### src/rtl/rbus_sched_pkg.sv
// ============================================================================
// rbus_sched_pkg : shared types, widths and helpers for the rbus injection
//                  scheduler.  Rev 1.0
// ============================================================================
`default_nettype none

package rbus_sched_pkg;

   typedef enum logic [0:0] {
      RUN    = 1'b0,
      STARVE = 1'b1
   } state_t;

   localparam int WAIT_W   = 4;
   localparam int CRED_W   = 4;
   localparam int MAX_NREQ = 8;

   // Returns a one-hot vector sized for the largest supported NREQ; callers
   // size-cast it down to their own requester count.
   function automatic logic [MAX_NREQ-1:0] onehot(input int idx, input int nreq);
      logic [MAX_NREQ-1:0] v;
      v = '0;
      for (int i = 0; i < MAX_NREQ; i++) begin
         if (i == idx && i < nreq) v[i] = 1'b1;
      end
      return v;
   endfunction

endpackage

`default_nettype wire

### src/rtl/rbus_inject_sched_rr_pick2.sv
// ============================================================================
// rr_pick2 : combinational round-robin picker producing a first and (with
//            RBUS_INJ_DUAL_EN) a second requester index.  Rev 1.0
// ============================================================================
`default_nettype none

module rr_pick2
   import rbus_sched_pkg::*;
#(
   parameter int NREQ  = 4,
   parameter int IDX_W = $clog2(NREQ)
) (
   input  logic [NREQ-1:0]  req,
   input  logic [IDX_W-1:0] ptr,
   input  logic             force_en,
   input  logic [IDX_W-1:0] force_idx,
   output logic             first_vld,
   output logic [IDX_W-1:0] first_idx
`ifdef RBUS_INJ_DUAL_EN
   ,
   output logic             second_vld,
   output logic [IDX_W-1:0] second_idx
`endif
);

   // Scan distance from ptr (with wrap); the smallest distance wins.
   always_comb begin
      int d;
      int best;
      d         = 0;
      best      = NREQ;
      first_vld = 1'b0;
      first_idx = '0;
      if (force_en) begin
         first_vld = 1'b1;
         first_idx = force_idx;
      end else begin
         for (int i = 0; i < NREQ; i++) begin
            d = i - int'(ptr);
            if (d < 0) d = d + NREQ;
            if (req[i] && d < best) begin
               best      = d;
               first_vld = 1'b1;
               first_idx = IDX_W'(i);
            end
         end
      end
   end

`ifdef RBUS_INJ_DUAL_EN
   // Second pick continues the scan just after the first, excluding it.
   always_comb begin
      int d;
      int best;
      d          = 0;
      best       = NREQ;
      second_vld = 1'b0;
      second_idx = '0;
      if (first_vld) begin
         for (int i = 0; i < NREQ; i++) begin
            d = i - int'(first_idx);
            if (d < 0) d = d + NREQ;
            if (req[i] && d != 0 && d < best) begin
               best       = d;
               second_vld = 1'b1;
               second_idx = IDX_W'(i);
            end
         end
      end
   end
`endif

endmodule

`default_nettype wire

### src/rtl/rbus_inject_sched.sv
// ============================================================================
// rbus_inject_sched : round-robin injection scheduler for one rbus ring stop,
//                     with credit gating and starvation aging.
//                     Optional dual-port injection: `define RBUS_INJ_DUAL_EN.
//                     Rev 1.0
// ============================================================================
`default_nettype none

module rbus_inject_sched
   import rbus_sched_pkg::*;
#(
   parameter int NREQ       = 4,
   parameter int STARVE_MAX = 15,
   parameter int MAX_OUTST  = 8
) (
   input  logic              clk,
   input  logic              rst,
   input  logic [NREQ-1:0]   req,
   output logic [NREQ-1:0]   gntA,
   output logic [NREQ-1:0]   gntB,
   output logic              rbus_rdyOutA,
   output logic              rbus_rdyOutB,
   input  logic              rbus_rdyIn,
   input  logic              rsp_done,
   output logic [CRED_W-1:0] credits,
   output logic              starve,
   output logic              credit_err
);

   localparam int                IDX_W      = $clog2(NREQ);
   localparam logic [WAIT_W-1:0] C_WAIT_MAX = WAIT_W'(STARVE_MAX);
   localparam logic [CRED_W-1:0] C_CRED_MAX = CRED_W'(MAX_OUTST);

   state_t             r_state;
   logic [IDX_W-1:0]   r_ptr;
   logic [CRED_W-1:0]  r_credits;
   logic [WAIT_W-1:0]  r_wait [NREQ];
   logic               r_credit_err;

   logic               w_force_hit;
   logic               w_force_en;
   logic [IDX_W-1:0]   w_force_idx;
   logic               w_first_vld;
   logic [IDX_W-1:0]   w_first_idx;
   logic               w_accA;
   logic               w_accB;
   logic               w_ret;
   logic               w_ret_err;
   logic [IDX_W-1:0]   w_ptr_nxt;
   logic [CRED_W-1:0]  w_credits_nxt;
   logic [WAIT_W-1:0]  w_wait_nxt [NREQ];
   logic               w_any_max_nxt;

   function automatic logic [IDX_W-1:0] ptr_inc(input logic [IDX_W-1:0] idx);
      return (int'(idx) == NREQ - 1) ? '0 : idx + 1'b1;
   endfunction

   // Lowest-index aged agent that is still requesting; a dropped request
   // must never be granted even if its counter has not cleared yet.
   always_comb begin
      w_force_hit = 1'b0;
      w_force_idx = '0;
      for (int i = NREQ - 1; i >= 0; i--) begin
         if (r_wait[i] == C_WAIT_MAX && req[i]) begin
            w_force_hit = 1'b1;
            w_force_idx = IDX_W'(i);
         end
      end
      w_force_en = (r_state == STARVE) && w_force_hit;
   end

`ifdef RBUS_INJ_DUAL_EN
   logic               w_second_vld;
   logic [IDX_W-1:0]   w_second_idx;

   rr_pick2 #(.NREQ(NREQ), .IDX_W(IDX_W)) u_pick (
      .req        (req),
      .ptr        (r_ptr),
      .force_en   (w_force_en),
      .force_idx  (w_force_idx),
      .first_vld  (w_first_vld),
      .first_idx  (w_first_idx),
      .second_vld (w_second_vld),
      .second_idx (w_second_idx)
   );

   assign gntB = (w_second_vld && r_credits >= CRED_W'(2))
                 ? NREQ'(onehot(int'(w_second_idx), NREQ)) : '0;
`else
   rr_pick2 #(.NREQ(NREQ), .IDX_W(IDX_W)) u_pick (
      .req        (req),
      .ptr        (r_ptr),
      .force_en   (w_force_en),
      .force_idx  (w_force_idx),
      .first_vld  (w_first_vld),
      .first_idx  (w_first_idx)
   );

   assign gntB = '0;
`endif

   assign gntA = (w_first_vld && r_credits != '0)
                 ? NREQ'(onehot(int'(w_first_idx), NREQ)) : '0;

   assign rbus_rdyOutA = |gntA;
   assign rbus_rdyOutB = |gntB;
   assign w_accA       = rbus_rdyOutA & rbus_rdyIn;
   assign w_accB       = rbus_rdyOutB & rbus_rdyIn;
   assign w_ret        = rsp_done && (r_credits != C_CRED_MAX);
   assign w_ret_err    = rsp_done && (r_credits == C_CRED_MAX);

   always_comb begin
      w_ptr_nxt = r_ptr;
`ifdef RBUS_INJ_DUAL_EN
      if (w_accB)      w_ptr_nxt = ptr_inc(w_second_idx);
      else if (w_accA) w_ptr_nxt = ptr_inc(w_first_idx);
`else
      if (w_accA)      w_ptr_nxt = ptr_inc(w_first_idx);
`endif
   end

   assign w_credits_nxt = r_credits
                        - {{(CRED_W-1){1'b0}}, w_accA}
                        - {{(CRED_W-1){1'b0}}, w_accB}
                        + {{(CRED_W-1){1'b0}}, w_ret};

   always_comb begin
      w_any_max_nxt = 1'b0;
      for (int i = 0; i < NREQ; i++) begin
         if (!req[i] || (gntA[i] && w_accA) || (gntB[i] && w_accB))
            w_wait_nxt[i] = '0;
         else if (r_wait[i] == C_WAIT_MAX)
            w_wait_nxt[i] = r_wait[i];
         else
            w_wait_nxt[i] = r_wait[i] + 1'b1;
         if (w_wait_nxt[i] == C_WAIT_MAX) w_any_max_nxt = 1'b1;
      end
   end

   // State tracks whether any counter will sit at the limit after this edge.
   always_ff @(posedge clk) begin
      if (rst) begin
         r_state      <= RUN;
         r_ptr        <= '0;
         r_credits    <= C_CRED_MAX;
         r_credit_err <= 1'b0;
         for (int i = 0; i < NREQ; i++) r_wait[i] <= '0;
      end else begin
         r_ptr     <= w_ptr_nxt;
         r_credits <= w_credits_nxt;
         for (int i = 0; i < NREQ; i++) r_wait[i] <= w_wait_nxt[i];
         if (w_ret_err) r_credit_err <= 1'b1;
         case (r_state)
            RUN:     if (w_any_max_nxt)  r_state <= STARVE;
            STARVE:  if (!w_any_max_nxt) r_state <= RUN;
            default: r_state <= RUN;
         endcase
      end
   end

   assign credits    = r_credits;
   assign starve     = (r_state == STARVE);
   assign credit_err = r_credit_err;

endmodule

`default_nettype wire

### config.mk
export PLATFORM = sky130hd
export DESIGN_NAME = rbus_inject_sched
export DESIGN_NICKNAME = d
export VERILOG_FILES = /design/src/rtl/rbus_sched_pkg.sv /design/src/rtl/rbus_inject_sched_rr_pick2.sv /design/src/rtl/rbus_inject_sched.sv
export SDC_FILE = /design/constraint.sdc
export NUM_CORES = 1
export LEC_CHECK = 0
export BUFFER_PORTS_ARGS = -buffer_cell sky130_fd_sc_hd__buf_2
export CAP_MARGIN = 20
export CORE_MARGIN = 2
export CORE_UTILIZATION = 25
export DETAILED_ROUTE_END_ITERATION = 8
export GPL_ROUTABILITY_DRIVEN = 0
export GPL_TIMING_DRIVEN = 0
export PLACE_DENSITY = 0.45
export SLEW_MARGIN = 20
export SYNTH_ARGS = -nofsm -noshare
export SYNTH_HDL_FRONTEND = slang
export SYNTH_SLANG_ARGS = --single-unit
### constraint.sdc
create_clock -name clk -period 10.15 [get_ports clk]
set_input_delay 2.03 -clock clk [delete_from_list [all_inputs] [get_ports clk]]
set_output_delay 2.03 -clock clk [all_outputs]
set_load 0.05 [all_outputs]
# After elaboration in Yosys (flattened, before gate mapping)
# Memory sizes are Yosys's and may differ from the RTL's.
# Index checks and enable logic that the tools add are counted.
# totals
regBits	8
ramBits	16
in_bits	8
output_inout_bits	16
word_cells	131
memories	1
# op_classes
addsub	15
n_lt_le_gt_ge	8
n_eq_ne	14
mux	57
n_bitwise	5
n_reduce_logical	27
# mem_list
memory	depth	word_bits	rd	rd_clocked_by_memory_dff	wr	line	rtl
r_wait	4	4	4	0	4	rbus_inject_sched.sv:37	logic [WAIT_W-1:0] r_wait [NREQ];
# ops
cell	n
$mux W32	14
$add A32 B4 Y32 const B	4
$lt A32 B1 Y1 const B	4
$lt A32 B32 Y1	3
$mux W4	13
$eq A4 B4 Y1 const B	9
$lt A32 B4 Y1 const B	1
$mux W1	22
$add A4 B1 Y4 const B	4
$logic_and A1 B1 Y1	16
$mux W2	8
$sub A1 B2 Y3 const A	2
$sub A2 B2 Y3 const A	2
$add A4 B1 Y4	1
$eq A2 B2 Y1 const A	2
$logic_not A1 Y1	4
$logic_or A1 B1 Y1	4
$ne A4 B4 Y1 const B	1
$or A1 B1 Y1	4
$reduce_bool A4 Y1	1
$reduce_or A4 Y1	1
$sub A4 B1 Y4	1
$add A2 B1 Y2 const B	1
$eq A1 B2 Y1 const A	1
other kinds (3)	3

# Longest topological paths before layout
# Gate-level depths: netlist (run 1).
# An unclocked memory read counts as a cell.
# logic_depth
word_depth	39
ltp_mapped	27
ltp_nobuf	26

# Cells and area by module
# From an unflattened synthesis (run 1), not the netlist that was laid out.
# unflattened
hier_cells	206
hier_area_um2	1717.9
# modules_own_cells
mod	n_inst	cells_per_inst	area_each_um2	seq_area_each_um2
rbus_inject_sched	1	174	1510.2	480.5
rr_pick2	1	32	207.7	0.0

# Worst setup path before layout (run 1)
# OpenSTA, ideal clock, no wires.
# synth_path
path_type	input to output
start	input port req[0]
end	output port rbus_rdyOutA
arrival_time_ns	5.084
t_required_ns	8.120
path_slack_ns	3.036
path_stages	18
n_path_buf	1
path_cell_list	buf_2 -> nand2_1 -> o31ai_1 -> inv_1 -> ha_1 -> o21ai_0 -> nand2_1 -> o21ai_0 -> nand2_1 -> mux2i_1 -> ha_1 -> o21a_1 -> o22ai_1 -> nand2_1 -> a32oi_1 -> ha_1 -> nor4_1 -> nor2_1
# synth_via
elab_chain_len	19
elab_cells_between_ends	37
cone_classes	order compare: 3; eq/ne: 3; mux: 22; reduce/logical: 9
# synth_lines
item	line	rtl
from (decl)	rbus_inject_sched.sv:18	input logic [NREQ-1:0] req,
$logic_and A1 B1 Y1	rbus_inject_sched_rr_pick2.sv:41	if (req[i] && d < best) begin
$mux W32	rbus_inject_sched_rr_pick2.sv:41	
$mux W32	rbus_inject_sched_rr_pick2.sv:34	if (force_en) begin
$lt A32 B32 Y1	rbus_inject_sched_rr_pick2.sv:41	
$logic_and A1 B1 Y1	rbus_inject_sched_rr_pick2.sv:41	
$mux W32	rbus_inject_sched_rr_pick2.sv:41	
$mux W32	rbus_inject_sched_rr_pick2.sv:34	
$lt A32 B32 Y1	rbus_inject_sched_rr_pick2.sv:41	
[3 not listed]	--	
$lt A32 B32 Y1	rbus_inject_sched_rr_pick2.sv:41	
$logic_and A1 B1 Y1	rbus_inject_sched_rr_pick2.sv:41	
$mux W2	rbus_inject_sched_rr_pick2.sv:41	
$mux W2	rbus_inject_sched_rr_pick2.sv:34	
$eq A2 B2 Y1, or another cell as far along	rbus_sched_pkg.sv:24	if (i == idx && i < nreq) v[i] = 1'b1;
$mux W1	rbus_sched_pkg.sv:24	
$mux W4 *	rbus_inject_sched.sv:103	? NREQ'(onehot(int'(w_first_idx), NREQ)) : '0;
$reduce_or A4 Y1 *	rbus_inject_sched.sv:105	assign rbus_rdyOutA = |gntA;
to (decl)	rbus_inject_sched.sv:21	output logic rbus_rdyOutA,
# Mark *: on every way between the ends. The rest lies on a longest branch, timed or not. The select of a mux whose other input is x is not followed.

# Final worst setup path (run 1)
# Same ends and word-level chain as after synthesis.

==> impl_metrics.py, run 1 <==
metrics = {
    "finish": {
        "final_nets": 260,
        "stdcell_count": 314,
        "n_fill_cell": 737,
        "diodes": 0,
        "drive_gt1_frac": 0.145,
        "synthToLayoutAreaGrowth_pct": 15.7,
    },
    "die": {
        "die_w_microns": 86.5,
        "core-area_sq_mm": 0.00668,
        "initial_core_util": 0.255,
        "die-area_sq_mm": 0.00748,
        "rows": 30,
        "die_h_microns": 86.5,
        "ios": 24,
    },
    "timing": {
        "setup_tns_ps": 0,
        "slew_violations": 0,
        "layout_min_cycle_time_ps": 7740,
        "finClkSkew_ps": 2.83,
        "finalCritPeriodShare": 0.763,
        "clock.fmax_ghz": 0.129,
        "hold_viol": 0,
        "worst_slack_ps": 2410,
        "setup_viol": 0,
        "rsz0062_at_grt": "no",
    },
    "yosys": {
        "syn_area_per_cell_sq_um": 8.10,
        "synth_cells": 210,
        "synthDistinctLibCells": 46,
        "yosys_warnings": 0,
        "ys_dominant_reg_cell": "dfxtp_1",
        "syn_area_sq_mm": 0.00170,
        "synthArstFlopShare": 0,
        "synth_seq_cells": 24,
        "ys_seq_area_frac": 0.282,
        "synth_edf_count": 0,
    },
    "placement": {
        "dp_cells": 310,
        "port_buffers": 16,
        "post-dp-hpwl_microns": 3010,
        "dp_slack_ps": 2430,
    },
    "grt": {
        "grt_pass1_wl_microns": 6600,
        "grt_pass1_vias": 1394,
        "overflow": 0,
        "grt_max_degree": 15,
        "antenna_found_initial": 0,
        "grt_util_all_layers": 0.110,
    },
    "detailed_routing": {
        "first_iter_violations": 39,
        "vias_per_cell": 4.69,
        "topRoutingLayerUsed": "met4",
        "wl_met1_microns": 2030,
        "drt_first_pass_iters": 4,
        "wire_per_inst_microns": 12.2,
        "vias": 1472,
        "drc": 0,
        "antenna_left": 0,
        "dr_wl_met3_microns": 113,
        "routed_wl_microns": 3830,
        "routed-wl-met2_microns": 1660,
    },
    "critical_path": {
        "cp_cell_sequence": "buf_2 > buf_2 > nand2_1 > o31ai_1 > inv_1 > ha_1 > o21ai_0 > nand2_1 > o21ai_0 > nand2_1 > mux2i_1 > ha_1 > o221ai_1 > a32oi_1 > a21oi_1 > inv_1 > ha_1 > nor4_1 > nor2_1 > buf_2",
        "cpLargestDelayFamily": "compound AO/OA/AOI/OAI gates",
        "start_kind": "input pin",
        "slowest_delay_ps": 440,
        "cp-end-kind": "output port",
        "critical_path_buf_inv_count": 5,
        "critPathMaxFanout": 10,
        "required_ps": 8120,
        "crit_path_top_delay_cell": "nor4_1",
        "worstPathArrival_ps": 5710,
        "worstSetupPathType": "input pin to output port",
    },
    "clock_network": {
        "numCtsBuffers": 3,
        "cts_tree": "done",
        "cts_max_level": 1,
        "hold_buffers": 0,
        "post-cts-setup-buffer-count": 0,
        "path_clk_slew_ps": 90,
        "cts-root-buf": "clkbuf_8",
        "cts_resized": 0,
        "cts_num_sinks": 24,
        "worstSkewPairLatency_ps": 270,
        "clk_path_buf_depth": 2,
    },
    "power_and_ir_drop": {
        "clkPwrFrac": 0.160,
        "p_sw_w": 0.000262,
        "power_frac_seq": 0.227,
        "power_frac_comb": 0.613,
        "swShare": 0.487,
        "leakage_nw": 0.820,
        "peakVddDrop_v": 0.000140,
        "p_int_w": 0.000276,
        "powerDensity_mw_per_mm2": 274,
    },
    "worst_hold_path": {
        "hold_path_class": "flip-flop to flip-flop",
    },
    "status": {
        "status": "finished clean",
    },
    "flow_run": {
        "max-cap-violations": 0,
    },
}
==> cell usage after synthesis (2+ instances only) <==
library cell,instances,area [sq um]
buf_2,2,10.0
mux2i_1,6,60.1
a211oi_2,2,25.0
and3_1,2,12.5
dfxtp_1,24,480
clkbuf_1,5,18.8
nand3_1,10,50.1
nand4_1,5,31.3
xnor2_1,10,87.6
o31ai_1,2,15.0
a31oi_1,5,31.3
nor3b_1,4,30.0
a21oi_1,3,15.0
nand2b_1,4,25.0
buf_6,2,22.5
ha_1,16,200
nor2b_1,3,18.8
nand4b_1,2,17.5
o22ai_1,3,18.8
a32oi_1,2,17.5
nor2_1,25,93.8
a211oi_1,2,15.0
o21ai_0,8,40.0
nand3b_1,3,22.5
buf_4,5,37.5
inv_1,15,56.3
nand2_1,18,67.6
nor3_1,4,20.0
==> tightest hold or removal path, delay by kind of cell (launching register included) <==
kind,cells,cell delay (ps)
compound gates,1,40
simple gates,1,70
flops,1,340
==> logic make-up (layout without fill, tap and decap cells) <==
logic type      count (synthesis)  after routing  share of synthesized area
mux                             6              6                     0.0353
xor+xnor                       10             10                     0.0515
simple gates                   85             85                      0.256
fa+ha+maj                      17             17                      0.129
flops                          24             24                      0.282
buf+inv                        29             49                     0.0853
compound gates                 38             38                      0.158
other cells                     1              5                    0.00220
==> layer usage <==
layer / GRT usage / vias up
li1: - / 779
met1: 0.153 / 668
met2: 0.178 / 23
met3: 0.0229 / 2
met4: 0.0213 / 0
met5: 0 / -
==> layout by cell type (no fill, tap or decap), types with 2 or more instances in the layout <==
cell type / netlist / final
nor2_1: 25 / 25
dfxtp_1: 24 / 24
buf_2: 2 / 18
nand2_1: 18 / 18
ha_1: 16 / 16
inv_1: 15 / 15
nand3_1: 10 / 10
xnor2_1: 10 / 10
o21ai_0: 8 / 8
mux2i_1: 6 / 6
clkbuf_1: 5 / 5
nand4_1: 5 / 5
a31oi_1: 5 / 5
buf_4: 5 / 5
conb_1: 1 / 5
nand2b_1: 4 / 4
nor3_1: 4 / 4
nor3b_1: 4 / 4
nor2b_1: 3 / 3
a21oi_1: 3 / 3
o22ai_1: 3 / 3
nand3b_1: 3 / 3
clkbuf_8: 0 / 3
buf_6: 2 / 2
o31ai_1: 2 / 2
a32oi_1: 2 / 2
and3_1: 2 / 2
nand4b_1: 2 / 2
a211oi_1: 2 / 2
a211oi_2: 2 / 2
==> path summary, 6_finish.rpt <==
| kind | startpoint | to | slack, ps | depth (start not counted) |
|---|---|---|---|---|
| max | req[0] | rbus_rdyOutA | 2410 | 20 |
| min | credit_err | credit_err | 480 | 2 |
| max reg2reg | r_ptr[0] | credits[2] | 5060 | 24 |
| min reg2reg | credit_err | credit_err | 480 | 2 |
==> power groups by stage <==
stage,Clock [W],Combinational [W],Sequential [W]
after floorplan,0,0.000243,0.000145
after global placement,0,0.000333,0.000125
after detailed placement,0,0.000332,0.000125
after CTS,0.0000895,0.000334,0.000122
after global routing,0.0000940,0.000369,0.000124
final,0.0000863,0.000330,0.000122
==> flip-flops by register name (all words and copies together) (netlist names) <==
signal	flops
credit_err	1
r_wait	16
credits	4
starve	1
r_ptr	2
==> cell type report <==
cell class                      count  area, sq um  area share
Multi-Input combinational cell    161         1090       0.554
Clock inverter                      1         30.0      0.0153
Buffer                             14         88.8      0.0451
Timing Repair Buffer               16         80.1      0.0407
Tap cell                           80          100      0.0509
Clock buffer                        3         41.3      0.0210
Sequential cell                    24          480       0.244
Inverter                           15         56.3      0.0286
==> metrics by stage <==
step                cell area, sq um  hold WS (ps)  utilization  power (W)
finish                          1970           483        0.295   0.000539
global route                    1970           542        0.295   0.000587
CTS                             1970           494        0.295   0.000546
detailed placement              1900           458        0.284   0.000457
global placement                1900           462        0.284   0.000458
floorplan                       1720           484            -   0.000388
Power figures use the tool's default switching activity.
==> run 2, diff against run 1 <==
- PLACE_DENSITY: 0.45 -> 0.47
- clock period: 10.15 -> 6.6 ns (I/O delays scaled with it)
==> run 2 against run 1 <==
- register-to-register slack lost 3400 ps
- non-clock buffer count is the same
- count of clock-buffer cells in the layout is the same
- routed wire length shrank 3.9%
- first-iteration DRC count shrank 18%
- global-route usage shrank 0.62 points
- highest routed layer unchanged
- sequential cell count is the same
- via count grew 1.2%
- final area shrank 1.0%
==> impl_metrics.py, run 2 (synthesized netlist as in run 1, its figures left out) <==
metrics = {
    "grt": {
        "grt_pass1_wl_microns": 6280,
        "overflow": 0,
        "grt_max_degree": 13,
        "grt_util_all_layers": 0.104,
        "antenna_found_initial": 0,
        "grt_pass1_vias": 1313,
    },
    "finish": {
        "synthToLayoutAreaGrowth_pct": 14.5,
        "largest_register": "r_wait",
        "diodes": 0,
        "layout_common_cells": "nor2_1, dfxtp_1, buf_2, nand2_1, ha_1",
        "final_nets": 260,
        "final_common_cell": "nor2_1",
        "drive_gt1_frac": 0.150,
        "largest_reg_flops": 16,
        "n_fill_cell": 739,
    },
    "power_and_ir_drop": {
        "peakVddDrop_v": 0.000232,
        "powerDensity_mw_per_mm2": 406,
        "leakage_nw": 0.807,
    },
    "critical_path": {
        "slowest_delay_ps": 360,
        "worstPathArrival_ps": 4840,
        "r2r_start": "r_ptr[0]",
        "critPathMaxFanout": 10,
        "startpoint": "req[0]",
        "required_ps": 5280,
        "worstSetupPathType": "input pin to output port",
        "start_kind": "input pin",
        "cp_cell_sequence": "buf_2 > buf_2 > nand2_1 > o31ai_1 > inv_1 > ha_1 > o21ai_0 > nand2_1 > o21ai_0 > nand2_1 > mux2i_1 > ha_1 > o221ai_1 > a32oi_1 > a21oi_2 > inv_1 > ha_1 > nor4_2 > nor2_1 > buf_2",
        "cp-end-kind": "output port",
        "crit_path_top_delay_cell": "nor4_2",
    },
    "detailed_routing": {
        "drc": 0,
        "first_iter_violations": 32,
        "routed_wl_microns": 3680,
        "vias_per_cell": 4.76,
        "drt_first_pass_iters": 4,
        "wire_per_inst_microns": 11.7,
        "vias": 1490,
        "antenna_left": 0,
    },
    "die": {
        "die_h_microns": 86.5,
        "die_w_microns": 86.5,
        "ios": 24,
        "initial_core_util": 0.255,
        "die-area_sq_mm": 0.00748,
        "core-area_sq_mm": 0.00668,
        "rows": 30,
    },
    "timing": {
        "setup_viol": 0,
        "layout_min_cycle_time_ps": 6160,
        "hold_viol": 0,
        "rsz0062_at_grt": "no",
        "finClkSkew_ps": 2.66,
        "hold_slack_ps": 482,
        "clock.fmax_ghz": 0.162,
        "finalCritPeriodShare": 0.933,
        "setup_tns_ps": 0,
        "slew_violations": 0,
    },
    "placement": {
        "post-dp-hpwl_microns": 2900,
        "port_buffers": 16,
    },
    "clock_network": {
        "cts-root-buf": "clkbuf_8",
        "clk_path_buf_depth": 2,
        "cts_tree": "done",
        "cts_max_level": 1,
        "worstSkewPairLatency_ps": 260,
        "cts_num_sinks": 24,
        "numCtsBuffers": 3,
        "path_clk_slew_ps": 80,
        "post-cts-setup-buffer-count": 0,
    },
    "flow_run": {
        "max-cap-violations": 0,
    },
    "worst_hold_path": {
        "hold_start": "credit_err",
        "hold_path_class": "flip-flop to flip-flop",
    },
    "status": {
        "status": "finished clean",
    },
}
run 2: cell types whose count changed in the layout (fill, tap and decap cells not counted):
cell       change
bufinv_16      -1
nor4_2         +1
a21oi_1        -1
a21oi_2        +1
nor4_1         -1
run 2: power by group:
part	leakage, nW	switching [W]	total, W	internal (W)
logic	0.590	0.000335	0.000516	0.000181
clock network	0.0216	0.0000469	0.0000877	0.0000408
registers	0.196	0.0000200	0.000187	0.000167
run 2: layout make-up:
cell class / count / area (sq um) / area share
sequential: 24 / 480 / 0.247
buffer: 14 / 88.8 / 0.0456
tap: 80 / 100 / 0.0514
inverter: 15 / 56.3 / 0.0289
multi-input combinational: 161 / 1100 / 0.565
clock buffer: 3 / 41.3 / 0.0212
timing repair buffer: 16 / 80.1 / 0.0411
run 2: stage by stage:
stage	instances	util	power, W	setup WS, ps	cell area [sq um]
2_1_floorplan	214	-	0.000597	906	1720
3_3_place_gp	310	0.284	0.000697	298	1900
3_5_place_dp	310	0.284	0.000701	247	1900
4_1_cts	313	0.290	0.000793	272	1940
5_1_grt	313	0.292	0.000864	77.8	1950
6_report	313	0.292	0.000791	444	1950
run 2: layer usage:
layer	track usage	share of wire	vias to the layer above
met5	0	0	-
met4	0.0213	0.0073	0
met3	0.0210	0.037	4
met2	0.157	0.44	24
met1	0.154	0.52	680
li1	-	-	782
run 2: final timing paths:
path                  end  slack [ps]  depth (start not counted)
max          rbus_rdyOutA         440                         20
min            credit_err         480                          2
max reg2reg    credits[2]        1690                         24
min reg2reg    credit_err         480                          2
run 2: timing repair:
item,in CTS,in global routing
gates resized for setup,0,2
endpoints found under the setup margin,0,1
hold buffers,0,0
run 2: worst max-delay path, delay by kind of cell:
family                   cells  cell delay, ps
AO/OA/AOI/OAI                6             940
adder cells (fa/ha/maj)      3             800
buffers and inverters        5             740
multiplexers                 1             210
AND/OR/NAND/NOR              5             830
